--- src/rtl/bin_to_bcd_if.sv ---
// Handshake and result bundle for the binary-to-BCD converter.
// master drives start/bin_in; slave returns busy/done/bcd_out/blank/overflow.
interface bin_to_bcd_if #(
    parameter int WIDTH  = 16,
    parameter int DIGITS = 5
);
    logic                  start;
    logic [WIDTH-1:0]      bin_in;
    logic                  busy;
    logic                  done;
    logic [4*DIGITS-1:0]   bcd_out;
    logic [DIGITS-1:0]     blank;
    logic                  overflow;

    modport master (
        output start, bin_in,
        input  busy, done, bcd_out, blank, overflow
    );

    modport slave (
        input  start, bin_in,
        output busy, done, bcd_out, blank, overflow
    );
endinterface

--- src/rtl/bin_to_bcd_converter.sv ---
// Sequential double-dabble binary-to-BCD converter with leading-zero mask.
// Ports: clk, rst_n (async low), bus (slave: start/bin_in in; busy/done/bcd_out/blank/overflow out).
module bin_to_bcd_converter #(
    parameter int WIDTH  = 16,
    parameter int DIGITS = 5
) (
    input  logic          clk,
    input  logic          rst_n,
    bin_to_bcd_if.slave   bus
);
    localparam int BW = 4 * DIGITS;
    localparam int CW = $clog2(WIDTH + 1);

    typedef enum logic [1:0] {
        S_IDLE,
        S_SHIFT,
        S_DONE
    } state_e;

    localparam logic [DIGITS-1:0] BLANK_RST = {{(DIGITS-1){1'b1}}, 1'b0};

    state_e            state_q, state_d;
    logic [WIDTH-1:0]  shreg_q, shreg_d;
    logic [BW-1:0]     scratch_q, scratch_d;
    logic              ovf_s_q, ovf_s_d;
    logic [CW-1:0]     cnt_q, cnt_d;
    logic [BW-1:0]     bcd_q, bcd_d;
    logic [DIGITS-1:0] blank_q, blank_d;
    logic              ovf_q, ovf_d;

    logic [BW-1:0]     adj;
    logic [BW-1:0]     nxt_scratch;
    logic              nxt_ovf;
    logic [DIGITS-1:0] nxt_blank;
    logic              lead;

    // One double-dabble step: add-3 fixup, then shift; the bit that falls
    // off the top digit means the value needs more digits than we have.
    always_comb begin
        adj = '0;
        for (int i = 0; i < DIGITS; i++) begin
            adj[4*i +: 4] = scratch_q[4*i +: 4]
                          + ((scratch_q[4*i +: 4] >= 4'd5) ? 4'd3 : 4'd0);
        end
        nxt_scratch = {adj[BW-2:0], shreg_q[WIDTH-1]};
        nxt_ovf     = ovf_s_q | adj[BW-1];
    end

    // Digit i is blanked only if it and every digit above it are zero.
    always_comb begin
        nxt_blank = '0;
        lead      = 1'b1;
        for (int i = DIGITS - 1; i >= 1; i--) begin
            lead         = lead & (nxt_scratch[4*i +: 4] == 4'd0);
            nxt_blank[i] = lead;
        end
    end

    always_comb begin
        state_d   = state_q;
        shreg_d   = shreg_q;
        scratch_d = scratch_q;
        ovf_s_d   = ovf_s_q;
        cnt_d     = cnt_q;
        bcd_d     = bcd_q;
        blank_d   = blank_q;
        ovf_d     = ovf_q;
        unique case (state_q)
            S_IDLE, S_DONE: begin
                state_d = S_IDLE;
                if (bus.start) begin
                    shreg_d   = bus.bin_in;
                    scratch_d = '0;
                    ovf_s_d   = 1'b0;
                    cnt_d     = CW'(WIDTH);
                    state_d   = S_SHIFT;
                end
            end
            S_SHIFT: begin
                shreg_d   = {shreg_q[WIDTH-2:0], 1'b0};
                scratch_d = nxt_scratch;
                ovf_s_d   = nxt_ovf;
                cnt_d     = cnt_q - 1'b1;
                if (cnt_q == CW'(1)) begin
                    state_d = S_DONE;
                    bcd_d   = nxt_scratch;
                    blank_d = nxt_blank;
                    ovf_d   = nxt_ovf;
                end
            end
            default: state_d = S_IDLE;
        endcase
    end

    always_ff @(posedge clk or negedge rst_n) begin
        if (!rst_n) begin
            state_q   <= S_IDLE;
            shreg_q   <= '0;
            scratch_q <= '0;
            ovf_s_q   <= 1'b0;
            cnt_q     <= '0;
            bcd_q     <= '0;
            blank_q   <= BLANK_RST;
            ovf_q     <= 1'b0;
        end else begin
            state_q   <= state_d;
            shreg_q   <= shreg_d;
            scratch_q <= scratch_d;
            ovf_s_q   <= ovf_s_d;
            cnt_q     <= cnt_d;
            bcd_q     <= bcd_d;
            blank_q   <= blank_d;
            ovf_q     <= ovf_d;
        end
    end

    assign bus.busy     = (state_q == S_SHIFT);
    assign bus.done     = (state_q == S_DONE);
    assign bus.bcd_out  = bcd_q;
    assign bus.blank    = blank_q;
    assign bus.overflow = ovf_q;
endmodule

--- src/flat_wrapper.sv ---
// flat-port wrapper written by rule: the top's interface ports become plain ports
module bin_to_bcd_converter_flat 
#(
    parameter int WIDTH  = 16,
    parameter int DIGITS = 5
)
  (clk, rst_n, bus_start, bus_bin_in, bus_busy, bus_done, bus_bcd_out, bus_blank, bus_overflow);
  bin_to_bcd_if #(.WIDTH(WIDTH), .DIGITS(DIGITS)) bus_i ();
  input  logic clk;
  input  logic rst_n;
  input wire logic [$bits(bus_i.start)-1:0] bus_start;
  input wire logic [$bits(bus_i.bin_in)-1:0] bus_bin_in;
  output wire logic [$bits(bus_i.busy)-1:0] bus_busy;
  output wire logic [$bits(bus_i.done)-1:0] bus_done;
  output wire logic [$bits(bus_i.bcd_out)-1:0] bus_bcd_out;
  output wire logic [$bits(bus_i.blank)-1:0] bus_blank;
  output wire logic [$bits(bus_i.overflow)-1:0] bus_overflow;
  assign bus_i.start = bus_start;
  assign bus_i.bin_in = bus_bin_in;
  assign bus_busy = bus_i.busy;
  assign bus_done = bus_i.done;
  assign bus_bcd_out = bus_i.bcd_out;
  assign bus_blank = bus_i.blank;
  assign bus_overflow = bus_i.overflow;
  bin_to_bcd_converter #(.WIDTH(WIDTH), .DIGITS(DIGITS)) u_core (.clk(clk), .rst_n(rst_n), .bus(bus_i));
endmodule
--- config.mk ---
export PLATFORM = sky130hd
export DESIGN_NAME = bin_to_bcd_converter_flat
export DESIGN_NICKNAME = d
export VERILOG_FILES = /design/src/rtl/bin_to_bcd_if.sv /design/src/rtl/bin_to_bcd_converter.sv /design/src/flat_wrapper.sv
export SDC_FILE = /design/constraint.sdc
export NUM_CORES = 1
export LEC_CHECK = 0
export ABC_AREA = 1
export BUFFER_PORTS_ARGS = -buffer_cell sky130_fd_sc_hd__buf_2
export CAP_MARGIN = 20
export CORE_ASPECT_RATIO = 1.1
export CORE_UTILIZATION = 51
export DETAILED_ROUTE_END_ITERATION = 7
export PLACE_DENSITY = 0.75
export SYNTH_ARGS = -nofsm -noshare
export SYNTH_HDL_FRONTEND = slang
export SYNTH_SLANG_ARGS = --single-unit
--- constraint.sdc ---
create_clock -name clk -period 2.1 [get_ports clk]
set_input_delay 0.42 -clock clk [delete_from_list [all_inputs] [get_ports clk]]
set_output_delay 0.42 -clock clk [all_outputs]
set_load 0.005 [all_outputs]
==> flow_results.xml <==
<?xml version="1.0" encoding="UTF-8"?>
<metrics>
  <group name="grt">
    <metric name="vias_in_the_first_global_route" unit="">2662</metric>
    <metric name="grt_util_all_layers" unit="%">22.5</metric>
    <metric name="grt_pass1_wl" unit="µm">11500</metric>
    <metric name="initial_antenna_violation_count" unit="">0</metric>
    <metric name="grt_max_degree" unit="">48</metric>
    <metric name="grt-ovfl-total" unit="">0</metric>
  </group>
  <group name="floorplan">
    <metric name="die_height" unit="µm">86.6</metric>
    <metric name="floorplan.die.width" unit="µm">78.9</metric>
    <metric name="die_area" unit="mm²">0.00683</metric>
    <metric name="core.rowCount" unit="">30</metric>
    <metric name="placeableCoreArea" unit="mm²">0.00623</metric>
    <metric name="io_pins" unit="">47</metric>
    <metric name="start_util" unit="%">53.2</metric>
  </group>
  <group name="cts">
    <metric name="cts_inserted_buffers" unit="">9</metric>
    <metric name="clock_sink_count" unit="">69</metric>
    <metric name="clock_tree.htree_level_count" unit="">3</metric>
    <metric name="root_driver" unit="">sky130_fd_sc_hd__clkbuf_8</metric>
    <metric name="cts_tree" unit="">done</metric>
    <metric name="insertion_delay" unit="ps">350</metric>
    <metric name="clk_path_buf_depth" unit="">2</metric>
    <metric name="clkTransAtPathRegs" unit="ps">70</metric>
  </group>
  <group name="cells_and_area">
    <metric name="num_antenna_cells" unit="">0</metric>
    <metric name="num-fill-cells" unit="">557</metric>
    <metric name="design_area" unit="mm²">0.00394</metric>
    <metric name="drive_gt1_share" unit="%">23.6</metric>
    <metric name="count_of_nets_after_finishing" unit="">464</metric>
    <metric name="finalNonFillerCells" unit="">513</metric>
    <metric name="final-seq-area" unit="mm²">0.00173</metric>
    <metric name="multiInputGateArea" unit="mm²">0.00130</metric>
    <metric name="areaGrowthSynthToFinish" unit="%">18.9</metric>
  </group>
  <group name="detailed_routing">
    <metric name="drt-total-wl" unit="µm">6610</metric>
    <metric name="via_count" unit="">2626</metric>
    <metric name="drc" unit="">0</metric>
    <metric name="initial_detailed_routing_violation_count" unit="">152</metric>
    <metric name="antenna_left" unit="">0</metric>
    <metric name="wl_per_cell" unit="µm">12.9</metric>
    <metric name="dr.pass1.iters" unit="">4</metric>
    <metric name="viasPerCell" unit="">5.12</metric>
  </group>
  <group name="synthesis">
    <metric name="post-synth-top-area-cell" unit="">sky130_fd_sc_hd__dfrtp_1</metric>
    <metric name="syn_inst" unit="">369</metric>
    <metric name="synth.net_count" unit="">405</metric>
    <metric name="yosysSeqAreaShare" unit="%">52.2</metric>
    <metric name="synth.lib_cells_used.distinct" unit="">29</metric>
    <metric name="synthTopCellsByArea" unit="">sky130_fd_sc_hd__dfrtp_1, sky130_fd_sc_hd__nand2_1, sky130_fd_sc_hd__inv_1, sky130_fd_sc_hd__ha_1, sky130_fd_sc_hd__o221ai_1</metric>
    <metric name="synth_area" unit="mm²">0.00332</metric>
    <metric name="postSynthAreaPerCell" unit="µm²">8.99</metric>
    <metric name="synthesis.yosys.warnings" unit="">0</metric>
    <metric name="portion_of_synthesized_cell_area_occupied_by_the_leading_cell_type" unit="%">49.1</metric>
    <metric name="postSynthRegisterBits" unit="">69</metric>
  </group>
  <group name="setup_path">
    <metric name="r2r_setup_slack" unit="ps">110</metric>
    <metric name="crit_path_max_fanout" unit="">3</metric>
    <metric name="r2r.worst_path.cells" unit="">11</metric>
    <metric name="end_kind" unit="">flop</metric>
    <metric name="cp.arrival" unit="ps">2280</metric>
    <metric name="critical_path_s_top_delay_family" unit="">adder cells</metric>
    <metric name="worstReg2RegStart" unit="">u_core.scratch_q[12]</metric>
    <metric name="cpPeakStageDelay" unit="ps">540</metric>
    <metric name="worst_setup_path_start_kind" unit="">flop</metric>
    <metric name="worst-setup-path-type" unit="">flop to flop</metric>
    <metric name="cp.buffers_inverters" unit="">1</metric>
    <metric name="worst-endpoint-required" unit="ps">2390</metric>
    <metric name="critical_path.cell_chain" unit="">nor2_2, o21ai_2, ha_2, inv_2, fa_2, nand2_2, nor2_1, nand3_1, nor2_2, nand3_1, nand2_1</metric>
    <metric name="cpMaxStageDelayCell" unit="">sky130_fd_sc_hd__fa_2</metric>
    <metric name="rr_endpoint" unit="">u_core.bus.blank[1]</metric>
  </group>
  <group name="timing">
    <metric name="fin_crit" unit="ps">1990</metric>
    <metric name="slew_headroom" unit="%">63.8</metric>
    <metric name="setup_violations" unit="">0</metric>
    <metric name="timing_worst_slew_pin_value" unit="ps">543</metric>
    <metric name="period_share" unit="%">95.0</metric>
    <metric name="grt_setup_unrepaired" unit="">true</metric>
    <metric name="final-hold-violation-count" unit="">0</metric>
    <metric name="timing_max_transition_violations_final" unit="">0</metric>
    <metric name="achievable-frequency" unit="GHz">0.501</metric>
    <metric name="fin_worst_skew" unit="ps">10.3</metric>
    <metric name="setup_total_negative_slack" unit="ps">0</metric>
  </group>
  <group name="placed_design">
    <metric name="place_area" unit="mm²">0.00370</metric>
    <metric name="place_hpwl" unit="µm">4610</metric>
    <metric name="numPortBuffers" unit="">45</metric>
    <metric name="place.gp.congestion" unit="">0.839</metric>
    <metric name="place.detailed.instances" unit="">496</metric>
  </group>
  <group name="flow_run">
    <metric name="drv.max_cap_violation_count" unit="">0</metric>
  </group>
  <group name="pwr">
    <metric name="peakVddDrop" unit="µV">839</metric>
    <metric name="power.density" unit="mW/mm²">1750</metric>
    <metric name="leakage" unit="nW">2.03</metric>
  </group>
  <group name="run_status">
    <metric name="run_status" unit="">completed</metric>
  </group>
  <group name="worst_hold_path">
    <metric name="min_path_type" unit="">input port to async pin</metric>
  </group>
</metrics>
-- sequential cells by signal, indices dropped and copies added (netlist names) --
signal,count
u_core.shreg_q,16
u_core.bus.bcd_out,20
u_core.bus.overflow,1
u_core.ovf_s_q,1
u_core.state_q,2
u_core.bus.blank,4
u_core.scratch_q,20
u_core.cnt_q,5
-- Yosys cell counts --
cell type	number
sky130_fd_sc_hd__nand2_1	101
sky130_fd_sc_hd__dfrtp_1	65
sky130_fd_sc_hd__inv_1	55
sky130_fd_sc_hd__nand3_1	20
sky130_fd_sc_hd__o21ai_0	20
sky130_fd_sc_hd__o21ai_1	15
sky130_fd_sc_hd__o221ai_1	13
sky130_fd_sc_hd__ha_1	12
sky130_fd_sc_hd__o22ai_1	11
sky130_fd_sc_hd__nor2_1	10
sky130_fd_sc_hd__buf_2	5
sky130_fd_sc_hd__fa_1	5
sky130_fd_sc_hd__o21ai_2	5
sky130_fd_sc_hd__buf_6	4
sky130_fd_sc_hd__clkbuf_1	4
sky130_fd_sc_hd__dfstp_2	4
sky130_fd_sc_hd__and2_1	3
sky130_fd_sc_hd__a21oi_1	2
sky130_fd_sc_hd__inv_2	2
sky130_fd_sc_hd__nor2_2	2
sky130_fd_sc_hd__o211ai_1	2
sky130_fd_sc_hd__xnor2_1	2
sky130_fd_sc_hd__buf_1	1
sky130_fd_sc_hd__buf_4	1
sky130_fd_sc_hd__conb_1	1
sky130_fd_sc_hd__nand2_2	1
sky130_fd_sc_hd__nor4_1	1
sky130_fd_sc_hd__or2_1	1
sky130_fd_sc_hd__xor2_1	1
-- layout make-up --
| type | instances | share of cell area (%) |
|---|---|---|
| clock buffers | 13 | 4.29 |
| clock inverters | 3 | 1.08 |
| multi-input cells | 228 | 33.0 |
| well taps | 80 | 2.54 |
| inverters | 57 | 5.43 |
| repair buffers | 63 | 9.78 |
| flip-flops and latches | 69 | 43.9 |
-- cells in the final DEF, fill, tap and decap left out, types with 2 or more instances in the layout --
cell type,Yosys,layout
sky130_fd_sc_hd__ha_1,12,10
sky130_fd_sc_hd__o22ai_1,11,11
sky130_fd_sc_hd__nand2_1,101,99
sky130_fd_sc_hd__o21ai_1,15,17
sky130_fd_sc_hd__o21ai_0,20,16
sky130_fd_sc_hd__a21oi_1,2,2
sky130_fd_sc_hd__nand3_1,20,20
sky130_fd_sc_hd__ha_2,0,2
sky130_fd_sc_hd__buf_4,1,16
sky130_fd_sc_hd__buf_12,0,2
sky130_fd_sc_hd__nor2_2,2,4
sky130_fd_sc_hd__o221ai_1,13,13
sky130_fd_sc_hd__dfrtp_1,65,65
sky130_fd_sc_hd__xnor2_1,2,2
sky130_fd_sc_hd__nor2_1,10,8
sky130_fd_sc_hd__dfstp_2,4,4
sky130_fd_sc_hd__o211ai_1,2,2
sky130_fd_sc_hd__inv_1,55,54
sky130_fd_sc_hd__inv_2,2,3
sky130_fd_sc_hd__o21ai_2,5,7
sky130_fd_sc_hd__buf_2,5,45
sky130_fd_sc_hd__fa_1,5,4
sky130_fd_sc_hd__clkbuf_8,0,12
sky130_fd_sc_hd__nand2_2,1,3
sky130_fd_sc_hd__and2_1,3,3
-- timing repair --
item	in CTS	in global routing
setup endpoints to repair	1	4
gates resized for setup	1	13
buffers inserted	0	1
hold buffers	0	0
pin swaps	0	8
-- worst max path at each step --
stage	from	to	slack [ps]	cells after the start
6_report	u_core.scratch_q[12]	u_core.bus.blank[1]	110	11
5_1_grt	u_core.scratch_q[13]	u_core.bus.blank[1]	-50	11
4_1_cts	u_core.scratch_q[16]	u_core.bus.blank[1]	10	11
3_5_place_dp	u_core.scratch_q[14]	u_core.bus.blank[1]	40	11
3_3_place_gp	u_core.scratch_q[12]	u_core.bus.blank[1]	140	11
2_1_floorplan	u_core.scratch_q[14]	u_core.bus.blank[1]	50	11
-- report_power, final --
part | internal (W) | leakage, nW | switching (W)
registers | 0.00197 | 0.844 | 0.000334
clock network | 0.000644 | 0.106 | 0.000486
logic | 0.00146 | 1.08 | 0.00201
total | 0.00407 | 2.03 | 0.00283
-- kinds of logic after synthesis --
kind of cell	Yosys count	synth area share (%)
other	1	0.113
and+or+nand+nor	139	17.1
buffers and inverters	72	9.36
adders and majority gates	17	7.55
AOI/OAI and AO/OA	68	12.9
DFF	69	52.2
xor gates and xnor gates	3	0.793
-- through the flow --
stage	util (%)	total power (W)	setup WS (ps)	hold WS, ps
final	63.3	0.00690	106	51.3
after global routing	63.3	0.00759	-48.2	81.6
after CTS	62.8	0.00684	14.8	61.5
after detailed placement	59.3	0.00569	37.1	437
after global placement	59.3	0.00551	137	435
after floorplan	-	0.00456	45.4	124
-- metal layers --
| layer | wire [µm] | share of wire, % | global-route usage (%) |
|---|---|---|---|
| met5 | 0 | 0 | 0 |
| met4 | 156 | 2.4 | 12.4 |
| met3 | 282 | 4.3 | 4.74 |
| met2 | 3280 | 50 | 37.8 |
| met1 | 2890 | 44 | 27.1 |
(Power assumes the default switching activity.)
